===== src/rtl/perf_pkg.sv =====
// Shared types and constants for the performance monitor block.
package perf_pkg;

  typedef enum logic [1:0] {
    ST_IDLE = 2'd0,
    ST_RUN  = 2'd1,
    ST_DONE = 2'd2
  } state_e;

  // Counter slot 0 is always the free-running cycle counter.
  localparam int unsigned IDX_CYCLE = 0;

  function automatic int unsigned max_w(input int unsigned a, input int unsigned b);
    return (a > b) ? a : b;
  endfunction

endpackage


===== src/rtl/perf_counter.sv =====
// Single wrapping counter with enable, synchronous clear and a sticky wrap flag.
module perf_counter #(
  parameter int unsigned CNT_W = 32
) (
  input  logic             clk_i,
  input  logic             rst_i,
  input  logic             clr_i,
  input  logic             en_i,
  output logic [CNT_W-1:0] cnt_o,
  output logic             ovf_o
);

  logic [CNT_W-1:0] cnt_q, cnt_d;
  logic             ovf_q, ovf_d;

  // Clear beats enable; the flag latches on the all-ones to zero step.
  always_comb begin
    cnt_d = cnt_q;
    ovf_d = ovf_q;
    if (clr_i) begin
      cnt_d = '0;
      ovf_d = 1'b0;
    end else if (en_i) begin
      cnt_d = cnt_q + CNT_W'(1);
      if (cnt_q == '1) begin
        ovf_d = 1'b1;
      end
    end
  end

  always_ff @(posedge clk_i) begin
    if (rst_i) begin
      cnt_q <= '0;
      ovf_q <= 1'b0;
    end else begin
      cnt_q <= cnt_d;
      ovf_q <= ovf_d;
    end
  end

  assign cnt_o = cnt_q;
  assign ovf_o = ovf_q;

endmodule


===== src/rtl/perf_monitor.sv =====
// Cycle/event performance monitor: run/pause/limit FSM, live counters,
// snapshot shadows and a one-cycle-latency shadow read port.
module perf_monitor
  import perf_pkg::*;
#(
  parameter  int unsigned NUM_EVT = 4,
  parameter  int unsigned CNT_W   = 32,
  parameter  int unsigned LIMIT_W = 32,
  localparam int unsigned SEL_W   = $clog2(NUM_EVT + 1)
) (
  input  logic               clk_i,
  input  logic               rst_i,
  input  logic               start_i,
  input  logic [NUM_EVT-1:0] evt_i,
  input  logic [LIMIT_W-1:0] limit_i,
  input  logic               clear_i,
  input  logic               snap_i,
  input  logic               rd_req_i,
  input  logic [SEL_W-1:0]   rd_sel_i,
  output logic [CNT_W-1:0]   rd_data_o,
  output logic               rd_valid_o,
  output logic [NUM_EVT:0]   ovf_o,
  output logic               done_o,
  output logic               run_o
);

  localparam int unsigned NUM_CNT = NUM_EVT + 1;
  localparam int unsigned CMP_W   = max_w(CNT_W, LIMIT_W);

  state_e state_q, state_d;
  logic   run_q, run_d;
  logic   done_q, done_d;

  logic [NUM_CNT-1:0][CNT_W-1:0] cnt_all;
  logic [NUM_CNT-1:0][CNT_W-1:0] shadow_q, shadow_d;
  logic [NUM_CNT-1:0]            cnt_en;
  logic [NUM_CNT-1:0]            ovf_all;

  logic [CNT_W-1:0] rd_data_q, rd_data_d;
  logic             rd_valid_q, rd_valid_d;

  logic             counting;
  logic [CNT_W-1:0] cyc_inc;
  logic             limit_hit;

  assign counting = (state_q == ST_RUN);
  assign cyc_inc  = cnt_all[IDX_CYCLE] + CNT_W'(1);
  // Limit compares against the value the cycle counter is about to take.
  assign limit_hit = (limit_i != '0) && (CMP_W'(cyc_inc) == CMP_W'(limit_i));

  // Slot 0 counts every RUN cycle; slot k counts RUN cycles with evt_i[k-1].
  assign cnt_en = {evt_i, 1'b1} & {NUM_CNT{counting}};

  for (genvar g = 0; g < NUM_CNT; g++) begin : g_cnt
    perf_counter #(
      .CNT_W (CNT_W)
    ) u_cnt (
      .clk_i (clk_i),
      .rst_i (rst_i),
      .clr_i (clear_i),
      .en_i  (cnt_en[g]),
      .cnt_o (cnt_all[g]),
      .ovf_o (ovf_all[g])
    );
  end

  // FSM state and registered status flags.
  always_ff @(posedge clk_i) begin
    if (rst_i) begin
      state_q <= ST_IDLE;
      run_q   <= 1'b0;
      done_q  <= 1'b0;
    end else begin
      state_q <= state_d;
      run_q   <= run_d;
      done_q  <= done_d;
    end
  end

  // Next state; clear forces IDLE from anywhere, start_i is ignored in DONE.
  always_comb begin
    state_d = state_q;
    if (clear_i) begin
      state_d = ST_IDLE;
    end else begin
      unique case (state_q)
        ST_IDLE: if (start_i) state_d = ST_RUN;
        ST_RUN: begin
          if (limit_hit) begin
            state_d = ST_DONE;
          end else if (!start_i) begin
            state_d = ST_IDLE;
          end
        end
        ST_DONE: state_d = ST_DONE;
        default: state_d = ST_IDLE;
      endcase
    end
  end

  // Status flags follow the state being entered so they align with state_q.
  always_comb begin
    run_d  = 1'b0;
    done_d = 1'b0;
    if (state_d == ST_RUN) begin
      run_d = 1'b1;
    end
    if (state_d == ST_DONE) begin
      done_d = 1'b1;
    end
  end

  // Snapshot copies the registered (pre-increment) counter values.
  always_comb begin
    shadow_d = shadow_q;
    if (clear_i) begin
      shadow_d = '0;
    end else if (snap_i) begin
      shadow_d = cnt_all;
    end
  end

  // Reads see the shadow as it was before any same-cycle snap or clear.
  always_comb begin
    rd_valid_d = rd_req_i;
    rd_data_d  = rd_data_q;
    if (rd_req_i) begin
      if (rd_sel_i <= SEL_W'(NUM_EVT)) begin
        rd_data_d = shadow_q[rd_sel_i];
      end else begin
        rd_data_d = '0;
      end
    end
  end

  always_ff @(posedge clk_i) begin
    if (rst_i) begin
      shadow_q   <= '0;
      rd_data_q  <= '0;
      rd_valid_q <= 1'b0;
    end else begin
      shadow_q   <= shadow_d;
      rd_data_q  <= rd_data_d;
      rd_valid_q <= rd_valid_d;
    end
  end

  assign rd_data_o  = rd_data_q;
  assign rd_valid_o = rd_valid_q;
  assign ovf_o      = ovf_all;
  assign done_o     = done_q;
  assign run_o      = run_q;

endmodule


===== config.mk =====
export PLATFORM = sky130hd
export DESIGN_NAME = perf_monitor
export DESIGN_NICKNAME = d
export VERILOG_FILES = /design/src/rtl/perf_pkg.sv /design/src/rtl/perf_counter.sv /design/src/rtl/perf_monitor.sv
export SDC_FILE = /design/constraint.sdc
export NUM_CORES = 1
export LEC_CHECK = 0
export BUFFER_PORTS_ARGS = -buffer_cell sky130_fd_sc_hd__buf_2
export CORE_MARGIN = 3
export CORE_UTILIZATION = 40
export DETAILED_ROUTE_END_ITERATION = 10
export GPL_TIMING_DRIVEN = 1
export HOLD_SLACK_MARGIN = 0.1
export PLACE_DENSITY = 0.54
export SETUP_SLACK_MARGIN = 0.1
export SYNTH_ARGS = -nofsm -noshare
export SYNTH_HDL_FRONTEND = slang
export SYNTH_SLANG_ARGS = --single-unit

===== constraint.sdc =====
create_clock -name clk_i -period 2.8 [get_ports clk_i]
set_input_delay 0.42 -clock clk_i [delete_from_list [all_inputs] [get_ports clk_i]]
set_output_delay 0.42 -clock clk_i [all_outputs]
set_load 0.005 [all_outputs]

==> impl_metrics.env <==
export IMPL_status="finished clean"
export IMPL_die_height_um=205.2
export IMPL_multi_input_area_mm2=0.008205
export IMPL_root_buffer="clkbuf_16"
export IMPL_wl_met2_um=19720
export IMPL_cts_tree="built"
export IMPL_power_mw=10.81
export IMPL_crit_type="flop to flop"
export IMPL_n_fill_cell=3790
export IMPL_worst_slew_pin_slew_ns=0.9967
export IMPL_avgSynthCellArea_um2=9.434
export IMPL_grt_max_degree=54
export IMPL_drv_cap=0
export IMPL_cp_num_buf_inv=1
export IMPL_startpoint="g_cnt[0].u_cnt.cnt_o[0]"
export IMPL_die_w_um=205.2
export IMPL_crit_fanout=6
export IMPL_cts_max_level=2
export IMPL_dpl_hpwl_um=28850
export IMPL_placed_cells=2239
export IMPL_cp_required_ns=3.20
export IMPL_startpoint_type="flop"
export IMPL_start_util_pct=40.77
export IMPL_n_antenna_cell=0
export IMPL_cts_sinks=362
export IMPL_setup_viol=0
export IMPL_grt_pass1_wl_um=65490
export IMPL_cts_hold_fix_buffers=0
export IMPL_core_area_mm2=0.03892
export IMPL_seqCellArea_mm2=0.007252
export IMPL_crit_path_max_incr_delay_ns=0.40
export IMPL_cp_top_family="simple AND/OR/NAND/NOR gates"
export IMPL_clk_latency_ns=0.53
export IMPL_fin_crit_ns=2.540
export IMPL_synth_seq_area_share_pct=45.67
export IMPL_grt_pass1_vias=11850
export IMPL_viasPerCell=5.202
export IMPL_ys_flop_type="dfxtp_1"
export IMPL_hold_viol_final=0
export IMPL_ys_ff_latch=362
export IMPL_netlist_area_mm2=0.01587
export IMPL_highest_layer="met4"
export IMPL_cts_made_buffers=40
export IMPL_worstReg2RegStart="g_cnt[0].u_cnt.cnt_o[0]"
export IMPL_synth_async_sr_flop_share_pct=0
export IMPL_cts_reportedPaths_clkPinSlew_ns=0.06
export IMPL_drtPass1Iterations=5
export IMPL_die_area_mm2=0.04209
export IMPL_end_kind="flop"
export IMPL_grt_usage_pct=19.42
export IMPL_post_cts_buffers=0
export IMPL_crit_chain="buf_4 -> nand4_2 -> or3_4 -> or3_1 -> a2111oi_4 -> o211ai_1 -> nor4_4 -> a21oi_1"
export IMPL_p_leak_nw=6.954
export IMPL_drive_gt1_share_pct=15.40
export IMPL_routabilityCongestion=0.9510
export IMPL_drc_errors=0
export IMPL_finClkSkew_ns=0.01414
export IMPL_stdcell_count=2310
export IMPL_ir_drop_uv=402.5
export IMPL_io_pin_count=85
export IMPL_crit_slowest_cell="or3_4"
export IMPL_vias=12020
export IMPL_hold_start="start_i"
export IMPL_grt_antenna_before_repair=0
export IMPL_powerDensity_mw_per_mm2=584.1
export IMPL_wl_met3_um=1377
export IMPL_fmax_mhz=393.7
export IMPL_period_share_pct=90.72
export IMPL_placed_area_mm2=0.01712
export IMPL_syn_nets=1732
export IMPL_synth_enable_flop_cells=0
export IMPL_drt_wirelength_per_cell_um=17.59
export IMPL_drt_initial_drc_count=682
export IMPL_synthCells=1682
export IMPL_io_buffers=84
export IMPL_wl_met1_um=18560
export IMPL_clock_path_buffers=3
export IMPL_area_growth_pct=16.59
export IMPL_synth_cell_types=55
export IMPL_layout_commonest_cell="nor2_1"
export IMPL_grt_setup_unrepaired="false"
export IMPL_maxSlewViolCount=0
export IMPL_design_area_mm2=0.01850
export IMPL_final_antenna_net_count=0
export IMPL_wl_um=40640
export IMPL_holdCritPathClass="input pin to flop"
export IMPL_tns_ns=0
export IMPL_yosysWarningCount=0
export IMPL_max_slew_margin_rel_pct=33.48
export IMPL_cp_arrival_ns=2.94
export IMPL_fin_nets=1813
export IMPL_fp_row_count=72
export IMPL_grt_ovfl_total=0
export IMPL_layout_cells_most_common_list="nor2_1, dfxtp_1, mux2i_1"
[cells by family after synthesis]
group	after synthesis	share of synthesized area [%]
and+or+nand+nor	711	21.24
DFF	362	45.67
muxes	193	14.70
xor gates and xnor gates	187	10.32
buffers and inverters	125	3.241
AOI/OAI and AO/OA	99	4.432
adders and majority gates	5	0.3943
[state kept, by name (all words and copies together), names as in the netlist]
name / cells
g_cnt.u_cnt.cnt_o: 160
state_q: 2
rd_valid_o: 1
shadow_q: 160
done_o: 1
rd_data_o: 32
g_cnt.u_cnt.ovf_o: 5
run_o: 1
[cell usage after synthesis, types with 2 or more instances]
| cell type | n | share of area [%] |
|---|---|---|
| nor2b_1 | 4 | 0.16 |
| nand3_2 | 2 | 0.13 |
| nor4_2 | 3 | 0.24 |
| a31oi_1 | 5 | 0.20 |
| and2_1 | 9 | 0.35 |
| or3_1 | 22 | 0.87 |
| xor2_1 | 100 | 5.5 |
| and3_1 | 33 | 1.3 |
| nand4_1 | 34 | 1.3 |
| o32ai_1 | 2 | 0.11 |
| and4_1 | 15 | 0.83 |
| o2111ai_1 | 2 | 0.11 |
| or2_2 | 3 | 0.12 |
| a31o_1 | 2 | 0.11 |
| nor4_1 | 17 | 0.67 |
| inv_1 | 12 | 0.28 |
| nor3_1 | 54 | 1.7 |
| mux2i_1 | 161 | 10 |
| nand2_1 | 69 | 1.6 |
| buf_2 | 18 | 0.57 |
| nand4b_1 | 2 | 0.11 |
| o21ai_0 | 18 | 0.57 |
| o22ai_1 | 2 | 0.079 |
| o211ai_1 | 2 | 0.095 |
| a221oi_1 | 33 | 1.8 |
| mux4_2 | 32 | 4.5 |
| or4_1 | 6 | 0.28 |
| nand3b_1 | 4 | 0.19 |
| nor4bb_1 | 2 | 0.13 |
| xnor2_1 | 87 | 4.8 |
| buf_1 | 7 | 0.17 |
| buf_4 | 6 | 0.28 |
| nor2_1 | 361 | 8.5 |
| ha_1 | 5 | 0.39 |
| nand3_1 | 61 | 1.9 |
| a21oi_1 | 23 | 0.73 |
| clkbuf_1 | 82 | 1.9 |
| a41o_1 | 2 | 0.13 |
| dfxtp_1 | 362 | 46 |
| a41oi_1 | 3 | 0.17 |
[cell type report]
type,instances,share of cell area (%)
Multi-Input combinational cell,1195,44.35
Timing Repair Buffer,152,5.755
Inverter,12,0.2435
Sequential cell,362,39.20
Clock buffer,61,6.655
Clock inverter,10,0.2908
Tap cell,518,3.503
[layer usage]
metal | GRT usage, % | up-vias
met5 | 0 | -
met4 | 5.565 | 0
met3 | 2.753 | 64
met2 | 32.83 | 201
met1 | 25.98 | 5740
li1 | - | 6011
[worst reg2reg max path, stage by stage (launching register included)]
cell and delay [ns]:
dfxtp_2 0.35, buf_4 0.16, nand4_2 0.14, or3_4 0.41
or3_1 0.37, a2111oi_4 0.30, o211ai_1 0.17, nor4_4 0.40
a21oi_1 0.12
[worst paths after layout]
path	slack [ns]	cells past startpoint	to
worst max-delay path	0.26	8	state_q[0]
worst min-delay path	0.19	3	run_o
worst max register to register	0.26	8	state_q[0]
worst min register to register	0.47	2	g_cnt[0].u_cnt.ovf_o
[what timing repair did]
action                     4_1_cts  5_1_grt
resized for setup                1       18
pin swaps                        0        3
setup endpoints to repair        4       12
[report_power, final]
group          switching (mW)  leakage, nW  internal, mW
Sequential             0.0144         2.92          5.18
Combinational           0.313         3.38         0.197
Clock                    2.08        0.646          3.02
Total                    2.41         6.95          8.40
[through the flow]
stage | hold WS (ns) | worst slack (ns) | util (%)
6_report | 0.1930 | 0.2599 | 47.54
5_1_grt | 0.1883 | 0.09783 | 47.54
4_1_cts | 0.1698 | 0.1031 | 47.31
3_5_place_dp | 0.4581 | 0.04127 | 43.99
3_3_place_gp | 0.4611 | 0.08905 | 43.99
2_1_floorplan | 0.4380 | 0.2281 | -
Power figures use the tool's default switching activity.
